**config.mk**
```make
export PLATFORM = sky130hd
export DESIGN_NAME = ccff_bitstream_loader
export DESIGN_NICKNAME = d
export VERILOG_FILES = /design/src/rtl/ccff_bitstream_loader.sv
export SDC_FILE = /design/constraint.sdc
export NUM_CORES = 1
export LEC_CHECK = 0
export BUFFER_PORTS_ARGS = -buffer_cell sky130_fd_sc_hd__buf_2
export CORE_MARGIN = 1.5
export CORE_UTILIZATION = 38
export CTS_BUF_LIST = sky130_fd_sc_hd__clkbuf_8
export CTS_CLUSTER_SIZE = 20
export DETAILED_ROUTE_END_ITERATION = 8
export GPL_ROUTABILITY_DRIVEN = 0
export SYNTH_ARGS = -nofsm -noshare
export SYNTH_HDL_FRONTEND = slang
export SYNTH_SLANG_ARGS = --single-unit
export TNS_END_PERCENT = 5
```
**constraint.sdc**
```tcl
create_clock -name prog_clk -period 4.3 [get_ports prog_clk]
set_input_delay 0.645 -clock prog_clk [delete_from_list [all_inputs] [get_ports prog_clk]]
set_output_delay 0.645 -clock prog_clk [all_outputs]
set_load 0.05 [all_outputs]
```
**src/rtl/ccff_bitstream_loader.sv**
```systemverilog
// ccff_bitstream_loader: serialises host bitstream words MSB-first onto a tile
// configuration chain, tracks the chain length and reports done / framing error.
module ccff_bitstream_loader #(
    parameter int WORD_W    = 8,
    parameter int CHAIN_LEN = 16,
    parameter int CNT_W     = $clog2(CHAIN_LEN + 1)
) (
    input  logic              prog_clk,
    input  logic              prog_reset,
    input  logic              start,
    input  logic              word_valid,
    input  logic [WORD_W-1:0] word_data,
    input  logic              word_last,
    output logic              word_ready,
    output logic              ccff_head,
    output logic              ccff_shift_en,
    input  logic              ccff_tail,
    output logic              tail_sample,
    output logic              busy,
    output logic              cfg_done,
    output logic              error
);
    localparam int BL_W  = $clog2(WORD_W + 1);
    localparam int SUM_W = ((CNT_W > BL_W) ? CNT_W : BL_W) + 1;

    // Handshake: a word transfers on a cycle where word_valid && word_ready;
    // word_valid is only honoured in LOAD and word_ready never depends on it.
    typedef enum logic [1:0] {IDLE, LOAD, DONE, ERR} state_t;
    state_t state_q, state_d;

    logic [CNT_W-1:0]  bit_cnt;
    logic [BL_W-1:0]   bits_left;
    logic [WORD_W-1:0] shreg;
    logic [SUM_W-1:0]  committed;
    logic [SUM_W-1:0]  room;
    logic [BL_W-1:0]   take_n;
    logic              accept;
    logic              reaches_end;
    logic              frame_err;
    logic              last_shift;

    // bits_left includes the bit currently on ccff_head, so committed is the
    // number of chain bits already shifted or promised by accepted words.
    assign committed   = SUM_W'(bit_cnt) + SUM_W'(bits_left);
    assign room        = SUM_W'(CHAIN_LEN) - committed;
    assign reaches_end = room <= SUM_W'(WORD_W);
    assign take_n      = reaches_end ? BL_W'(room) : BL_W'(WORD_W);

    assign word_ready = (state_q == LOAD) && (bits_left <= BL_W'(1)) &&
                        (committed < SUM_W'(CHAIN_LEN));
    assign accept     = word_valid && word_ready;
    assign frame_err  = accept && (word_last != reaches_end);
    assign last_shift = ccff_shift_en && (bit_cnt == CNT_W'(CHAIN_LEN - 1));

    assign busy     = (state_q == LOAD);
    assign cfg_done = (state_q == DONE);
    assign error    = (state_q == ERR);

    always_ff @(posedge prog_clk or posedge prog_reset) begin
        if (prog_reset) begin
            state_q <= IDLE;
        end else begin
            state_q <= state_d;
        end
    end

    always_comb begin
        state_d = state_q;
        case (state_q)
            IDLE:    if (start) state_d = LOAD;
            LOAD: begin
                if (frame_err) begin
                    state_d = ERR;
                end else if (last_shift) begin
                    state_d = DONE;
                end
            end
            DONE:    if (start) state_d = LOAD;
            ERR:     if (start) state_d = LOAD;
            default: state_d = IDLE;
        endcase
    end

    always_ff @(posedge prog_clk or posedge prog_reset) begin
        if (prog_reset) begin
            bit_cnt       <= '0;
            bits_left     <= '0;
            shreg         <= '0;
            ccff_head     <= 1'b0;
            ccff_shift_en <= 1'b0;
            tail_sample   <= 1'b0;
        end else begin
            if (ccff_shift_en) begin
                bit_cnt     <= bit_cnt + CNT_W'(1);
                tail_sample <= ccff_tail;
            end
            if (state_q != LOAD) begin
                if (start) begin
                    bit_cnt       <= '0;
                    bits_left     <= '0;
                    ccff_shift_en <= 1'b0;
                end
            end else if (frame_err) begin
                // Offending word and any bits still in flight are dropped.
                bits_left     <= '0;
                ccff_shift_en <= 1'b0;
            end else if (accept) begin
                ccff_head     <= word_data[WORD_W-1];
                shreg         <= word_data << 1;
                bits_left     <= take_n;
                ccff_shift_en <= 1'b1;
            end else if (ccff_shift_en) begin
                if (bits_left > BL_W'(1)) begin
                    ccff_head <= shreg[WORD_W-1];
                    shreg     <= shreg << 1;
                    bits_left <= bits_left - BL_W'(1);
                end else begin
                    // Nothing queued: stall the chain, head keeps its value.
                    bits_left     <= '0;
                    ccff_shift_en <= 1'b0;
                end
            end
        end
    end
endmodule

```
==> results.txt, run 1 <==
- Status: completed
- Actual transition at the worst max-transition pin: 817.9 ps
- Clock net sink count: 21
- The worst hold path terminates at tail_sample$_DFFE_PP0P_.
* Netlist area before placement: 1474 µm²
- Setup violations remaining at the end of the flow were counted as 0.
- From left edge to right edge, the die measures ~65 µm.
- Achievable clock frequency: 0.2998 GHz
- GR Overflow Total: 0
* Worst Path Required: about 4500 ps
- Detailed-router iteration count before antenna repair: 4
- Post-route standard cell area excluding fillers: about 1700 µm²
* Synthesized instance count: 156
* GR Util All Layers: 17.81%
- Crit path arrival time: about 3500 ps
- Main synth FF type: sky130_fd_sc_hd__dfrtp_1
- Reported max-cap violation count: 0
* Antenna violations before repair: 0
- At the placement stage, the worst setup path has a slack of approximately 990 ps.
- In the routed layout, each cell is associated on average with a via count of ~5.6.
- For this run, the number of Yosys warnings is 0.
- Post-cts sizing count: 0
* Setup repair after global routing missed its margin: false
- The worst register-to-register path ends at shreg[1]$_DFFE_PP0P_.
* Port Buf Inserts: 20
- CORE AREA: about 3700 µm²
- Dividing the final minimum period by the clock period gives around 78%.
* Area post-placement: ~1600 µm²
- Final hold viol count: 0
- The worst-case IR drop observed on VDD is ~0.43 mV.
* Number of nets produced by synthesis: 181
- Routed via count: between 1k and 1.5k
- Wire length of the first global-routing pass: between 5000 and 6000 µm
- During I/O placement, the number of pins put on the boundary was 21.
* Detail Placement HPWL: ~2600 µm
- Number of cells after detailed placement: between 200 and 250
* Origin of the critical flop-to-flop path: bit_cnt[0]$_DFF_PP0_
- On the final layout, the worst clock skew is around 2.6 ps.
- Cell with the most instances after synthesis: sky130_fd_sc_hd__dfrtp_1
- Number of cell rows: 22
* Yosys top cell area share: between 30 and 40%
* Origin of the worst min-delay path: tail_sample$_DFFE_PP0P_
* Number of global-route vias before repair: 1,271
- In this run, CTS created clock tree buffers numbering 3.
- STA classifies the critical path endpoint as a flop.
- Layout area overhead: 13.16%
- The synthesized netlist contains 46 unique library cells.
- Max-Slew Margin vs Limit: between 40 and 50%
* Worst setup margin: between 900 and 1000 ps
- Number of hold buffers added after cts: 0
- Entering global routing, the biggest net connects 22 pins.
* H-Tree Level Count: 1
* Core utilization of the finished layout: between 40 and 50%
- Counting flops and latches in the post-synthesis netlist gives 21.
- Static Leak: 0.7576 nW
- Clock-pin slew was measured on the worst setup and hold paths at about 80 ps.
* Number of design rule violations left after detail routing: 0
* Type of the worst min-delay path: flop to flop
- Cells with a size suffix above 1 make up a little under a fifth of the layout.
* Fraction of registers with async set/reset: 100.0%
- Diodes inserted: 0
- Drt first-iter violations: just over 60
- Yosys top cell by area: sky130_fd_sc_hd__dfrtp_1
* Worst setup SP type: flop
* Height of the chip: about 65 µm
- Critical Path Fanout Max: 9
- Sequential area share after synthesis: between 30% and 40%
* Count of flip-flops with a built-in enable after synthesis: 0
- For this block, the routed nets add up to between 3000 and 4000 µm of wire.
- Max Slew Vio Count: 0
* Worst Reg-to-Reg Cells: 9
* Average detailed-routed wire length per instance: between 15 and 20 µm
- Power density relative to cell area: 851.3 nW/µm²
- The layout has around 390 filler cells.
* Count of nets after finishing: just over 200
- Die area: between 4000 and 5000 µm²
- The finished layout holds 225 standard cells, fillers aside.
* Post-route minimum period: around 3300 ps
- Counting instances, the worst hold path has a depth of 1.
- For flop-to-flop paths, the worst setup slack is 960 ps.
* Number of setup buffers added after CTS: 0
* Insertion delay to the later sink of the worst-skew pair: around 260 ps
- Starting density of the core: between 30 and 40%
- The root buffer cell chosen for the clock tree is sky130_fd_sc_hd__clkbuf_8.
- In the post-synthesis netlist, the biggest area contributors are sky130_fd_sc_hd__dfrtp_1 36%, sky130_fd_sc_hd__ha_1 8.5%, sky130_fd_sc_hd__o221a_1 6.1%.
- Number of nets with antenna violations after detailed routing: 0
* Most frequent cells after synthesis: 21 x sky130_fd_sc_hd__dfrtp_1, 12 x sky130_fd_sc_hd__nand2_1, 11 x sky130_fd_sc_hd__inv_1
- Setup Total Neg Slack: 0 ps
* Critical setup path kind: flop to flop
- Maximum root-to-sink buffer count: 2
- Average cell area after synthesis: about 9.4 µm²
- Clock tree from TritonCTS: built
==> flip-flops by register name (all words and copies together) (netlist names) <==
| name | cells |
|---|---|
| tail_sample | 1 |
| bits_left | 4 |
| ccff_shift_en | 1 |
| shreg | 7 |
| state_q | 2 |
| ccff_head | 1 |
| bit_cnt | 5 |
==> final cells by class <==
type / count / area, µm² / area share (%)
multi-input cells: 120 / 890.9 / 53.41
flip-flops and latches: 21 / 525.5 / 31.51
repair buffers: 20 / 100.1 / 6.001
well taps: 48 / 60.06 / 3.601
inverters: 12 / 45.04 / 2.701
clock buffers: 3 / 41.29 / 2.476
clock inverters: 1 / 5.005 / 0.3001
==> critical path: stages (launching register included) <==
cell and delay [ps]:
sky130_fd_sc_hd__dfrtp_1 430, sky130_fd_sc_hd__ha_1 260, sky130_fd_sc_hd__fa_1 400, sky130_fd_sc_hd__xor2_1 220
sky130_fd_sc_hd__nor3_2 340, sky130_fd_sc_hd__o211ai_1 220, sky130_fd_sc_hd__o211a_1 190, sky130_fd_sc_hd__o221a_1 300
sky130_fd_sc_hd__or3_1 520, sky130_fd_sc_hd__mux2_4 340
==> report_power, final <==
group | switching (W) | leakage, nW | total (W) | internal [W]
clock network | 0.0000648 | 0.0255 | 0.000129 | 0.0000646
logic | 0.000553 | 0.479 | 0.000928 | 0.000375
registers | 0.0000811 | 0.253 | 0.000363 | 0.000282
total | 0.000699 | 0.758 | 0.00142 | 0.000721
==> placed cells by master (no fill, tap or decap), types with 2 or more instances in the layout <==
cell type / Yosys / final
sky130_fd_sc_hd__dfrtp_1: 21 / 21
sky130_fd_sc_hd__buf_2: 1 / 20
sky130_fd_sc_hd__nand2_1: 12 / 12
sky130_fd_sc_hd__inv_1: 11 / 11
sky130_fd_sc_hd__nor2_1: 10 / 10
sky130_fd_sc_hd__ha_1: 10 / 10
sky130_fd_sc_hd__nand2b_1: 8 / 8
sky130_fd_sc_hd__o221a_1: 8 / 8
sky130_fd_sc_hd__o21ai_1: 5 / 5
sky130_fd_sc_hd__a21oi_1: 5 / 5
sky130_fd_sc_hd__xnor2_1: 4 / 4
sky130_fd_sc_hd__nor3_1: 4 / 4
sky130_fd_sc_hd__nand3_1: 4 / 4
sky130_fd_sc_hd__mux2i_1: 4 / 4
sky130_fd_sc_hd__nor2b_1: 4 / 4
sky130_fd_sc_hd__xor2_1: 3 / 3
sky130_fd_sc_hd__a31oi_1: 3 / 3
sky130_fd_sc_hd__clkbuf_8: 0 / 3
sky130_fd_sc_hd__a21o_1: 2 / 2
sky130_fd_sc_hd__and3_1: 2 / 2
sky130_fd_sc_hd__o211ai_1: 2 / 2
sky130_fd_sc_hd__nand4_1: 2 / 2
sky130_fd_sc_hd__or3_1: 2 / 2
sky130_fd_sc_hd__and2_1: 2 / 2
sky130_fd_sc_hd__a22oi_1: 2 / 2
sky130_fd_sc_hd__mux2_2: 2 / 2
sky130_fd_sc_hd__nand3b_1: 2 / 2
==> kinds of logic (layout without fill, tap and decap cells) <==
group | count (synthesis) | in the layout | synth area share (%)
and+or+nand+nor | 57 | 57 | 20.80
AOI/OAI and AO/OA | 38 | 38 | 20.37
DFF | 21 | 21 | 35.65
buffers and inverters | 15 | 36 | 3.905
adders and majority gates | 11 | 11 | 9.847
xor gates and xnor gates | 7 | 7 | 4.160
muxes | 7 | 7 | 5.263
==> how the worst max path moves through the flow <==
stage | from | to | slack [ps] | depth (start not counted)
after floorplan | bit_cnt[0]$_DFF_PP0_ | shreg[1]$_DFFE_PP0P_ | 1260 | 10
after global placement | bit_cnt[0]$_DFF_PP0_ | shreg[1]$_DFFE_PP0P_ | 1100 | 9
after detailed placement | bit_cnt[0]$_DFF_PP0_ | shreg[1]$_DFFE_PP0P_ | 990 | 9
after CTS | bit_cnt[0]$_DFF_PP0_ | shreg[1]$_DFFE_PP0P_ | 990 | 9
after global routing | bit_cnt[0]$_DFF_PP0_ | shreg[1]$_DFFE_PP0P_ | 740 | 9
final | bit_cnt[0]$_DFF_PP0_ | shreg[1]$_DFFE_PP0P_ | 960 | 9
==> metal layers <==
metal | share of wire [%] | vias up | GRT usage (%) | routed length, µm
met4 | 0.56 | 0 | 3.125 | 19
met3 | 3.1 | 5 | 3.596 | 107
li1 | - | 609 | - | -
met2 | 49 | 27 | 28.70 | 1650
met1 | 48 | 623 | 25.08 | 1624
met5 | 0 | - | 0 | 0
==> stage by stage <==
stage	hold WS (ps)	total power [W]
2_1_floorplan	505.8	0.001089
3_3_place_gp	492.6	0.001259
3_5_place_dp	497.1	0.001277
4_1_cts	516.9	0.001420
5_1_grt	538.8	0.001546
6_report	509.3	0.001420
Note: power is estimated with default switching activity, not from simulation.
==> run 2, diff against run 1 <==
--- a/config.mk
+++ b/config.mk
@@ -5,6 +5,7 @@
 export SDC_FILE = /design/constraint.sdc
 export NUM_CORES = 1
 export LEC_CHECK = 0
+export ABC_AREA = 1
 export BUFFER_PORTS_ARGS = -buffer_cell sky130_fd_sc_hd__buf_2
 export CORE_MARGIN = 1.5
 export CORE_UTILIZATION = 38
==> constraint.sdc (replaced) <==
create_clock -name prog_clk -period 3.3 [get_ports prog_clk]
set_input_delay 0.495 -clock prog_clk [delete_from_list [all_inputs] [get_ports prog_clk]]
set_output_delay 0.495 -clock prog_clk [all_outputs]
set_load 0.05 [all_outputs]
==> results.txt, run 2 <==
- The flow ran to the end, and the final reports show no timing, DRC or antenna violations.
- The floorplan step defined a die boundary enclosing around 5000 µm².
- Routed via count: around 1.5k
- Xor/xnor share of the synthesized area: under 10%
* GR Overflow Total: 0
* Max-Slew Margin vs Limit: between 40 and 50%
* Crit path arrival time: 2300 ps
* Filler-free cell count of the finished design: about 310
* Final hold viol count: 0
* Number of hold buffers added after cts: 0
- Drt first-iter violations: 40
- After synthesis, the cell types taking the most area are sky130_fd_sc_hd__dfrtp_1 30%, sky130_fd_sc_hd__nand2_1 17%, sky130_fd_sc_hd__nand2_2 7.8%.
- Largest regs: shreg (7), bit_cnt (5), bits_left (4)
- Post-route minimum period: between 2000 and 3000 ps
- GR Util All Layers: roughly 16%
- After Yosys synthesis, and, or, nand and nor cells account for 48.20% of the synthesized area.
* Number of buffers and inverters on the critical path: 1
- On the final layout, the worst hold slack is 375.0 ps.
- Average detailed-routed wire length per instance: approximately 12 µm
* Final period util: 84.67%
- In the layout the commonest cells are 80 x sky130_fd_sc_hd__nand2_1, 25 x sky130_fd_sc_hd__inv_1, 22 x sky130_fd_sc_hd__nand2_2.
- The first global-routing pass estimated about 6600 µm of wire.
- Setup repair after global routing missed its margin: false
- The placed instances occupy a cell area of ~1900 µm².
* Delay-heaviest family, CP: adder cells
- Total of endpoints with negative setup slack in the final report: 0
- Of the cells placed in the final design, the portion with a size suffix greater than 1 is a little over a quarter.
* Register with the highest flop count: shreg
- After legalization and detailed placement, the total HPWL measured 2928 µm.
- Worst Reg-to-Reg Cells: 16
- Number of nets produced by synthesis: around 260
- Across the run, the number of max-cap violations was 0.
* Root buffer cell: sky130_fd_sc_hd__clkbuf_8
* Detailed-route wire length: ~3600 µm
* Number of design rule violations left after detail routing: 0
- Power spread over the standard cell area amounts to ~940 nW/µm².
- Summing every instance area after synthesis gives 1773 µm².
- Critical Path Fanout Max: 5
- Number of buffers inserted during clock tree synthesis: 3
- Core utilization of the finished layout: between 40 and 50%
- Port Buf Inserts: 20
- Clock tree from TritonCTS: built
- The most common cell in the synthesized netlist is sky130_fd_sc_hd__nand2_1.
* Share of cell area taken by muxes after synthesis: 0%
- The number of setup buffers added after CTS is 0.
* Critical setup path kind: flop to output port
* Post-cts sizing count: 0
- Largest register FFs: 7
* Number of cell rows: 24
- Post-Route Skew: 1.900 ps
- Max Slew Vio Count: 0
- After synthesis, the largest family of logic cells by area is simple AND/OR/NAND/NOR gates.
- Static Leak: about 1.1 nW
- Actual transition at the worst max-transition pin: 802.9 ps
- In this run the number of H-tree levels came out at 1.
- Insertion delay to the later sink of the worst-skew pair: between 200 and 300 ps
- Ranked by instance count, the synthesized netlist is headed by 80 x sky130_fd_sc_hd__nand2_1, 25 x sky130_fd_sc_hd__inv_1, 22 x sky130_fd_sc_hd__nand2_2.
- After filler insertion, the fill cell instance count of the layout stands at around 470.
- Setup Total Neg Slack: 0 ps
* Number of I/O pins: 21
- Starting density of the core: 40.16%
- The largest single stage delay on the critical path is 440 ps.
- Sequential area share after synthesis: around 30%
- Clock-pin slew of the registers on the worst-case setup and hold paths: approximately 80 ps
- Antenna violations before repair: 0
- Number of nets with antenna violations after detailed routing: 0
- Based on the critical path, the design can be clocked at up to 0.3579 GHz.
* Yosys top cell by area: sky130_fd_sc_hd__dfrtp_1
* Detailed-router iteration count before antenna repair: 4
* Most frequent standard cell in the layout excluding fill and tap cells: sky130_fd_sc_hd__nand2_1
* Yosys top cell area share: roughly 30%
- Main synth FF type: sky130_fd_sc_hd__dfrtp_1
- Summing the areas of all compound-gate instances in the mapped netlist gives between 3 and 4% of the synthesized area.
- Relative to the synthesized area, the layout overhead comes to 10.44%.
* Maximum root-to-sink buffer count: 2
* Number of cells after detailed placement: about 300
- Cell-by-cell trace of the critical path: ha_1, fa_1, nand3_1, nand3_2, nand2_2, nand2_4, nor3_4, buf_2
- Worst Path Required: 2800 ps
* Diodes inserted: 0
- Number of storage elements in the synthesis netlist: 21
* Fraction of registers with async set/reset: between 90% and 100%
- Library cell contributing the largest single delay on the critical path: sky130_fd_sc_hd__dfrtp_1
- The number of global-route vias before repair was about 1.5k.
- The core region is between 4000 and 5000 µm².
* Average cell area after synthesis: 7.418 µm²
* Count of flip-flops with a built-in enable after synthesis: 0
- Average via count per standard cell: 4.753
* Worst IR Drop VDD: 0.4692 mV
- Yosys Warn Count: 0
- The worst setup path is captured at an output port.
- Type of the worst min-delay path: input pin to async pin
- Height of the chip: ~71 µm
* Synthesized instance count: ~240
- STA classifies the critical path startpoint as a flop.
- X dimension of the die: about 71 µm
* Largest net degree at the start of global routing: 22
* Post-synthesis cell type count: 32
* Adder-cell share of the synthesized area: roughly 8.2%
- Post-route standard cell area excluding fillers: 1958 µm²
- The final layout contains 286 nets.
- Critical path depth: 8
- Clock net sink count: 21
-- run 2: per-layer routing --
layer | vias to the layer above | track usage [%] | wire (µm)
li1 | 793 | - | -
met1 | 665 | 21.92 | 1811
met2 | 20 | 26.23 | 1724
met3 | 5 | 1.688 | 68
met4 | 0 | 4.403 | 41
met5 | - | 0 | 0
-- run 2: worst paths after layout --
kind                                         start                   endpoint  slack (ps)
max                           bit_cnt[0]$_DFF_PP0_                 word_ready         510
min in group prog_clk                    ccff_tail    tail_sample$_DFFE_PP0P_         430
max reg2reg                   bit_cnt[0]$_DFF_PP0_  ccff_shift_en$_DFFE_PP0P_         620
max in group asynchronous               prog_reset   bits_left[3]$_DFFE_PP0P_        2430
min                                     prog_reset       bit_cnt[1]$_DFF_PP0_         370
min reg2reg                tail_sample$_DFFE_PP0P_    tail_sample$_DFFE_PP0P_         480
-- run 2: area by class of cell --
cell class                 instances  area (µm²)  area share (%)
sequential                        21       525.5           26.84
tap                               52       65.06           3.323
timing repair buffer              20       100.1           5.112
inverter                          29       126.4           6.454
clock buffer                       3       41.29           2.109
multi-input combinational        186        1095           55.91
clock inverter                     1       5.005          0.2556
-- run 2: metrics by stage --
step / setup slack, ps / total power (W)
final: 506.0 / 0.001835
after global routing: 358.0 / 0.002014
after CTS: 487.7 / 0.001858
after detailed placement: 595.2 / 0.001682
after global placement: 623.1 / 0.001668
after floorplan: 537.5 / 0.001460
-- run 2: kinds of logic after synthesis --
kind of cell / after synthesis
DFF: 21
adders and majority gates: 11
xor gates and xnor gates: 4
AOI/OAI and AO/OA: 10
and+or+nand+nor: 161
buffers and inverters: 32
-- run 2: power breakdown --
part / leakage (nW) / internal (W) / total [W] / switching, W
logic: 0.768 / 0.000408 / 0.00122 / 0.000811
clock network: 0.0255 / 0.0000842 / 0.000170 / 0.0000857
registers: 0.279 / 0.000343 / 0.000446 / 0.000103
-- run 2: worst register-to-register path, cell delays in order (launching register included) --
cell	delay, ps
sky130_fd_sc_hd__dfrtp_1	440
sky130_fd_sc_hd__ha_1	270
sky130_fd_sc_hd__fa_1	510
sky130_fd_sc_hd__inv_1	60
sky130_fd_sc_hd__ha_1	210
sky130_fd_sc_hd__nand3_2	100
sky130_fd_sc_hd__clkinv_1	110
sky130_fd_sc_hd__nand3_1	110
sky130_fd_sc_hd__nand2_1	50
sky130_fd_sc_hd__nand2_1	110
sky130_fd_sc_hd__nand3_4	100
sky130_fd_sc_hd__nand2_2	90
sky130_fd_sc_hd__nand3_4	80
sky130_fd_sc_hd__nand2_4	110
sky130_fd_sc_hd__inv_4	60
sky130_fd_sc_hd__nand2_8	100
sky130_fd_sc_hd__nand2_1	60
